### config.mk
export PLATFORM = sky130hd
export DESIGN_NAME = switch_capture
export DESIGN_NICKNAME = d
export VERILOG_FILES = /design/src/rtl/switch_capture_pkg.sv /design/src/rtl/switch_capture_debounce_bit.sv /design/src/rtl/switch_capture.sv
export SDC_FILE = /design/constraint.sdc
export NUM_CORES = 1
export LEC_CHECK = 0
export CAP_MARGIN = 20
export CORE_ASPECT_RATIO = 0.8
export CORE_MARGIN = 4
export CORE_UTILIZATION = 30
export CTS_CLUSTER_SIZE = 24
export DETAILED_ROUTE_END_ITERATION = 8
export GPL_TIMING_DRIVEN = 0
export MAX_ROUTING_LAYER = met4
export PLACE_DENSITY = 0.49
export SKIP_CTS_REPAIR_TIMING = 1
export SLEW_MARGIN = 20
export SYNTH_ARGS = -nofsm -noshare
export SYNTH_HDL_FRONTEND = slang
export SYNTH_SLANG_ARGS = --single-unit
### constraint.sdc
create_clock -name clk -period 4.55 [get_ports clk]
set_clock_uncertainty 0.15 [all_clocks]
set_input_delay 0.455 -clock clk [delete_from_list [all_inputs] [get_ports clk]]
set_output_delay 0.455 -clock clk [all_outputs]
set_load 0.005 [all_outputs]
### src/rtl/switch_capture_pkg.sv
// Shared types and constants for the switch/button input conditioner.
package switch_capture_pkg;

  typedef enum logic [1:0] {
    ST_IDLE    = 2'd0,
    ST_CAPTURE = 2'd1,
    ST_HOLD    = 2'd2
  } state_e;

  localparam int unsigned DEB_W         = 16;
  localparam logic [2:0]  ENABLE_ON_DEF = 3'b100;

endpackage

### src/rtl/switch_capture_debounce_bit.sv
// One input bit: two-flop synchroniser followed by a consecutive-cycle debouncer.
module debounce_bit
  import switch_capture_pkg::*;
#(
  parameter logic [DEB_W-1:0] DEB_CYCLES = 16'd50000
) (
  input  logic clk,
  input  logic rst_n,
  input  logic din,
  output logic dout
);

  logic [1:0]       sync_q;
  logic             deb_q, deb_d;
  logic [DEB_W-1:0] cnt_q, cnt_d;

  // Counter only advances while the synchronised level disagrees with deb.
  always_comb begin
    deb_d = deb_q;
    cnt_d = '0;
    if (sync_q[1] != deb_q) begin
      if (cnt_q == DEB_CYCLES - 1'b1) begin
        deb_d = sync_q[1];
      end else begin
        cnt_d = cnt_q + 1'b1;
      end
    end
  end

  always_ff @(posedge clk or negedge rst_n) begin
    if (!rst_n) begin
      sync_q <= '0;
      deb_q  <= 1'b0;
      cnt_q  <= '0;
    end else begin
      sync_q <= {sync_q[0], din};
      deb_q  <= deb_d;
      cnt_q  <= cnt_d;
    end
  end

  assign dout = deb_q;

endmodule

### src/rtl/switch_capture.sv
// Debounces three slide switches and a push button; each accepted press latches
// the switch code and arms the decoder enable.
module switch_capture
  import switch_capture_pkg::*;
#(
  parameter logic [DEB_W-1:0] DEB_CYCLES = 16'd50000,
  parameter logic [2:0]       ENABLE_ON  = ENABLE_ON_DEF
) (
  input  logic       clk,
  input  logic       rst_n,
  input  logic [2:0] sw_raw,
  input  logic       btn_raw,
  output logic [2:0] switch,
  output logic [2:0] enable,
  output logic       update,
  output logic [3:0] press_cnt
);

  logic [2:0] sw_deb;
  logic       btn_deb;

  for (genvar i = 0; i < 3; i++) begin : g_sw
    debounce_bit #(.DEB_CYCLES(DEB_CYCLES)) u_sw (
      .clk  (clk),
      .rst_n(rst_n),
      .din  (sw_raw[i]),
      .dout (sw_deb[i])
    );
  end

  debounce_bit #(.DEB_CYCLES(DEB_CYCLES)) u_btn (
    .clk  (clk),
    .rst_n(rst_n),
    .din  (btn_raw),
    .dout (btn_deb)
  );

  state_e     state_q;
  logic [2:0] switch_q;
  logic [2:0] enable_q;
  logic       update_q;
  logic [3:0] press_cnt_q;

  always_ff @(posedge clk or negedge rst_n) begin
    if (!rst_n) begin
      state_q     <= ST_IDLE;
      switch_q    <= '0;
      enable_q    <= '0;
      update_q    <= 1'b0;
      press_cnt_q <= '0;
    end else begin
      update_q <= 1'b0;
      case (state_q)
        ST_IDLE: begin
          if (btn_deb) state_q <= ST_CAPTURE;
        end
        ST_CAPTURE: begin
          switch_q    <= sw_deb;
          enable_q    <= ENABLE_ON;
          press_cnt_q <= press_cnt_q + 4'd1;
          update_q    <= 1'b1;
          state_q     <= ST_HOLD;
        end
        ST_HOLD: begin
          if (!btn_deb) state_q <= ST_IDLE;
        end
        default: state_q <= ST_IDLE;
      endcase
    end
  end

  assign switch    = switch_q;
  assign enable    = enable_q;
  assign update    = update_q;
  assign press_cnt = press_cnt_q;

endmodule

After elaboration in Yosys (flattened, before gate mapping):

Cells that the tools add are included.

* register bits after elaboration: 87
* input bits: 6
* output and inout bits: 11
* logic and storage cells: 52

* $add $sub $neg: 5
* equality and inequality tests: 12
* mux-type cells: 12
* reduce and logical (&&, ||, !) cells: 6

Operators by type and width (number)
* 16-bit 2-to-1 mux: 8
* 16-bit by 1-bit adder with 16-bit output (second input constant): 4
* 16-bit == test (second input constant): 4
* 2-bit AND reduction: 5
* 2-bit case mux with 3 select lines: 1
* 4-bit by 1-bit adder with 4-bit output (second input constant): 1
* 2-bit 2-to-1 mux: 2
* 1-bit inequality test: 4
* 2-bit by 1-bit == test with 1-bit output (second input constant): 1
* 2-bit == test (second input constant): 1
* 2-bit logical NOT: 1
* 2-bit by 1-bit inequality test with 1-bit output (second input constant): 1
* 2-bit inequality test (second input constant): 1
* 1-bit 2-to-1 mux: 1

Logic depth before layout (Yosys ltp):

* word-level depth: 3
* depth in mapped cells: 6
* gate-level depth less buffers: 5

By module:

From an unflattened synthesis, not the netlist that was laid out.

* cell total of the unflattened synthesis: 362
* area, all modules: 4226.6 sq um

Modules (own cells, without submodules)
* debounce_bit: times used 4, cells each 83, area an instance 937.1 sq um, sequential area each 475.5 sq um
* switch_capture: times used 1, cells each 30, area an instance 478.0 sq um, sequential area each 275.3 sq um

Worst setup path before layout:

OpenSTA, ideal clock, no wires.

* kind: register to register
* from: register g_sw[2].u_sw.cnt_q[11]
* to: register g_sw[2].u_sw.deb_q
* arrival time: 1714 ps
* data required time: 4275 ps
* slack: 2561 ps
* stages on the path, launching flop included: 4
* clock period less this slack: 1989 ps
* path through: dfrtp_1 or4_1 or4_4 mux2_4

* word-level cells in the longest chain between the ends: 2

Ends and longest elaborated chain
* start, declared: RTL line switch_capture_debounce_bit.sv:15 `logic [DEB_W-1:0] cnt_q, cnt_d;`
* start signal, assigned: RTL line switch_capture_debounce_bit.sv:38 `cnt_q <= cnt_d;`
* 16-bit == test: RTL line switch_capture_debounce_bit.sv:22 `if (cnt_q == DEB_CYCLES - 1'b1) begin`
* 2-bit AND reduction (no source line)
* end signal, assigned: RTL line switch_capture_debounce_bit.sv:33 `deb_q <= 1'b0;`
* end signal, assigned: RTL line switch_capture_debounce_bit.sv:37 `deb_q <= deb_d;`
* end, declared: RTL line switch_capture_debounce_bit.sv:14 `logic deb_q, deb_d;`

No other way between the ends.
A chain may end at the register's enable or synchronous reset.

Worst setup path in the final report:

* from: register g_sw[2].u_sw.cnt_q[0]
* to: register g_sw[2].u_sw.cnt_q[14]

* word-level cells in the longest chain between the ends: 3
* elaborated cells between the ends (all ways): 4

Ends and longest elaborated chain
* 16-bit by 1-bit adder with 16-bit output or 16-bit == test (tied branches): RTL line switch_capture_debounce_bit.sv:25, switch_capture_debounce_bit.sv:22
* 16-bit 2-to-1 mux *: RTL line switch_capture_debounce_bit.sv:22
* 16-bit 2-to-1 mux *: RTL line switch_capture_debounce_bit.sv:21 `if (sync_q[1] != deb_q) begin`
* net g_sw[2].u_sw.cnt_d[14]: RTL line switch_capture_debounce_bit.sv:15

Mark *: on every way through the listed nets, which the timed path passes. The rest lies on a longest branch.

==> reports/metrics.cfg <==
[status]
status = complete, no violations

[detailed_routing]
antenna_left = 0
via_per_inst = 4.562
num_vias = 2669
drc_errors = 0
drt_wl_total_um = 7180
drtIter0Drc = 192
wl_per_cell_um = 12.27
firstDrtPassIters = 4

[worst_setup_path]
startpoint = g_sw[2].u_sw.cnt_q[0]
path_cells = ha_1 -> nand3_1 -> or4_4 -> nand2_4 -> buf_6 -> nor2_1
cp-end-kind = flip-flop
r2r-start = g_sw[2].u_sw.cnt_q[0]
cp.arrival_ns = 2.22
cp_max_fo = 10
required_ns = 4.62
startpoint_type = flip-flop
slowest_delay_ns = 0.67
critPathTopFamily = simple AND/OR/NAND/NOR gates
crit_type = reg2reg
cpMaxStageDelayCell = or4_4
worst-path-buf-inv = 1

[yosys]
syn-cell-area_sq_um = 3928
yosysTopAreaCell = dfrtp_1
synth-seq-cells = 87
syn_avg_cell_area_sq_um = 10.42
synth_cells = 377
synth_top_area_share_pct = 55.43
yosys_warnings = 0
synth_area_leaders = dfrtp_1 55%, xnor2_1 11%, nor2_1 6.8%
ys_types = 35
seq_area_frac_synth_pct = 55.43

[timing]
timing.fmax_ghz = 0.4651
finalSetupViolCount = 0
fin_crit_sh_pct = 47.26
drv_slew = 0
hold_viol = 0
fin_crit_ns = 2.150
fin_setup_tns_ns = 0
rsz0062_at_grt = false
fin_hold_ws_ns = 0.1976

[floorplan]
io-pin-count = 17
die_w_um = 135.9
design.core.area_sq_um = 12820
dieArea_sq_um = 15000
dieHeight_um = 110.3
rows = 37
initial_core_util_pct = 30.63

[clock_network]
htree_levels = 3
clk_latency_ns = 0.33
clockBufferDepth = 2
cts-root-buf = clkbuf_16
cts_made_buffers = 9
cts.clk_slew.worst_paths_ns = 0.06
clkSinkCount = 87
cts_tree = built

[global_routing]
grt_max_degree = 59
gr-usage-all-layers_pct = 11.02
grt_pass1_wl_um = 12710
met1_usage_pct = 15.09
antenna_found_initial = 0
grt.busiest_layer = met2
grtUsageMet2_pct = 15.80
use_met3_pct = 3.675
grt_overflow = 0
grt_pass1_vias = 2615

[place]
place_hpwl_um = 4824
gp_congestion = 0.7683
port_buffers = 14

[finish]
area_delta_synth_final_pct = 17.08
final_nets = 416
num_antenna_cells = 0
drive_gt1_share_pct = 6.585

[power_and_ir_drop]
ir_drop_v = 0.0001621
p_leak_nw = 1.876
power_density_nw_per_um2 = 330.5

[min_path]
hp-class = reg2reg
hold_start = g_sw[0].u_sw.sync_q[0]

[run]
maxCapViolations = 0

==> path summary, 6_finish.rpt <==
check | endpoint | slack, ns | cells after the start
max in group asynchronous | g_sw[2].u_sw.cnt_q[4] | 3.26 | 3
hold / removal | g_sw[0].u_sw.sync_q[1] | 0.20 | 0
setup / recovery | g_sw[2].u_sw.cnt_q[14] | 2.40 | 6
setup reg to reg | g_sw[2].u_sw.cnt_q[14] | 2.40 | 6
hold reg to reg | g_sw[0].u_sw.sync_q[1] | 0.20 | 0
min in group asynchronous | press_cnt[3] | 0.42 | 2
==> layout by cell type (no fill, tap or decap), types with 2 or more instances in the layout <==
cell / instances
xor2_1: 11
ha_1: 5
conb_1: 2
and3_1: 4
nand3_1: 22
nand2b_1: 2
buf_4: 2
clkinv_2: 2
mux2_2: 3
clkdlybuf4s50_1: 13
inv_1: 12
dfrtp_1: 87
nor4_1: 18
nor3_1: 16
or4_1: 2
xnor2_1: 51
nor2_1: 71
clkbuf_1: 6
clkbuf_16: 9
nor4bb_1: 3
nand2_1: 31
buf_6: 2
nand4_1: 17
==> metal layers <==
metal / up-vias / routed length [um]
met5: - / 0
met1: 1304 / 3736
met3: 2 / 198
met4: 0 / 57
met2: 26 / 3187
li1: 1337 / -
==> final cells by class <==
cell class                 instances  area, sq um
fill                            1315         8225
sequential                        87         2177
multi-input combinational        272         1667
clock buffer                      13        250.2
tap                              175        219.0
timing repair buffer              16        178.9
inverter                          12        45.04
buffer                             7        42.54
clock inverter                     3        18.77
==> worst reg2reg max path: stages, from the launching register on <==
cell	delay, ns
dfrtp_1	0.39
ha_1	0.20
nand3_1	0.29
or4_4	0.67
nand2_4	0.13
buf_6	0.15
nor2_1	0.06
==> synth_stat cells <==
cell       count
nor3_1        16
mux2_4         1
nor4bb_1       3
buf_2          1
nand2b_1       2
and3_2         1
mux2_2         3
nand3b_1       1
a21oi_1        1
xor2_1        11
ha_1           5
conb_1         1
and3_1         4
nand2_4        1
nand4b_1       1
o41ai_4        1
nor4b_1        1
buf_4          2
nor3b_1        1
buf_6          1
or4_4          1
nand2_1       31
or4_1          2
inv_1         12
dfrtp_1       87
nand4bb_1      1
clkbuf_1       3
o31ai_1        1
nand4_1       17
nand3_1       22
xnor2_1       51
nor4_1        18
nor2_1        71
or3_1          1
and4b_1        1
==> report_power, final <==
group | switching [mW] | internal [mW] | leakage (nW)
clock network | 0.287 | 0.385 | 0.134
registers | 0.0106 | 0.786 | 1.19
logic | 0.0325 | 0.0194 | 0.555
==> cell families after synthesis <==
group	count (synthesis)	share of synthesized area [%]
mux	4	1.242
flops	87	55.43
other cells	1	0.09548
buf+inv	19	2.230
fa+ha+maj	5	1.593
compound gates	3	1.019
xor+xnor	62	13.83
simple gates	196	24.56
==> flip-flops by register name, summed over array words and instances (netlist names) <==
| signal | count |
|---|---|
| g_sw.u_sw.sync_q | 6 |
| u_btn.sync_q | 2 |
| u_btn.cnt_q | 16 |
| u_btn.dout | 1 |
| g_sw.u_sw.dout | 3 |
| g_sw.u_sw.cnt_q | 48 |
| enable | 1 |
| state_q | 2 |
| switch | 3 |
| press_cnt | 4 |
| update | 1 |
==> per-stage QoR <==
stage	util (%)	area (sq um)	worst slack, ns	total power [mW]	cells
6_report	35.86	4598	2.400	1.520	585
3_5_place_dp	33.68	4319	2.414	0.8636	568
4_1_cts	35.78	4588	2.395	1.550	584
2_1_floorplan	-	3931	2.561	0.8325	378
3_3_place_gp	33.46	4290	-0.4651	0.8602	567
5_1_grt	35.86	4598	2.255	1.595	585
No activity file was read; power rests on OpenSTA's default activity.
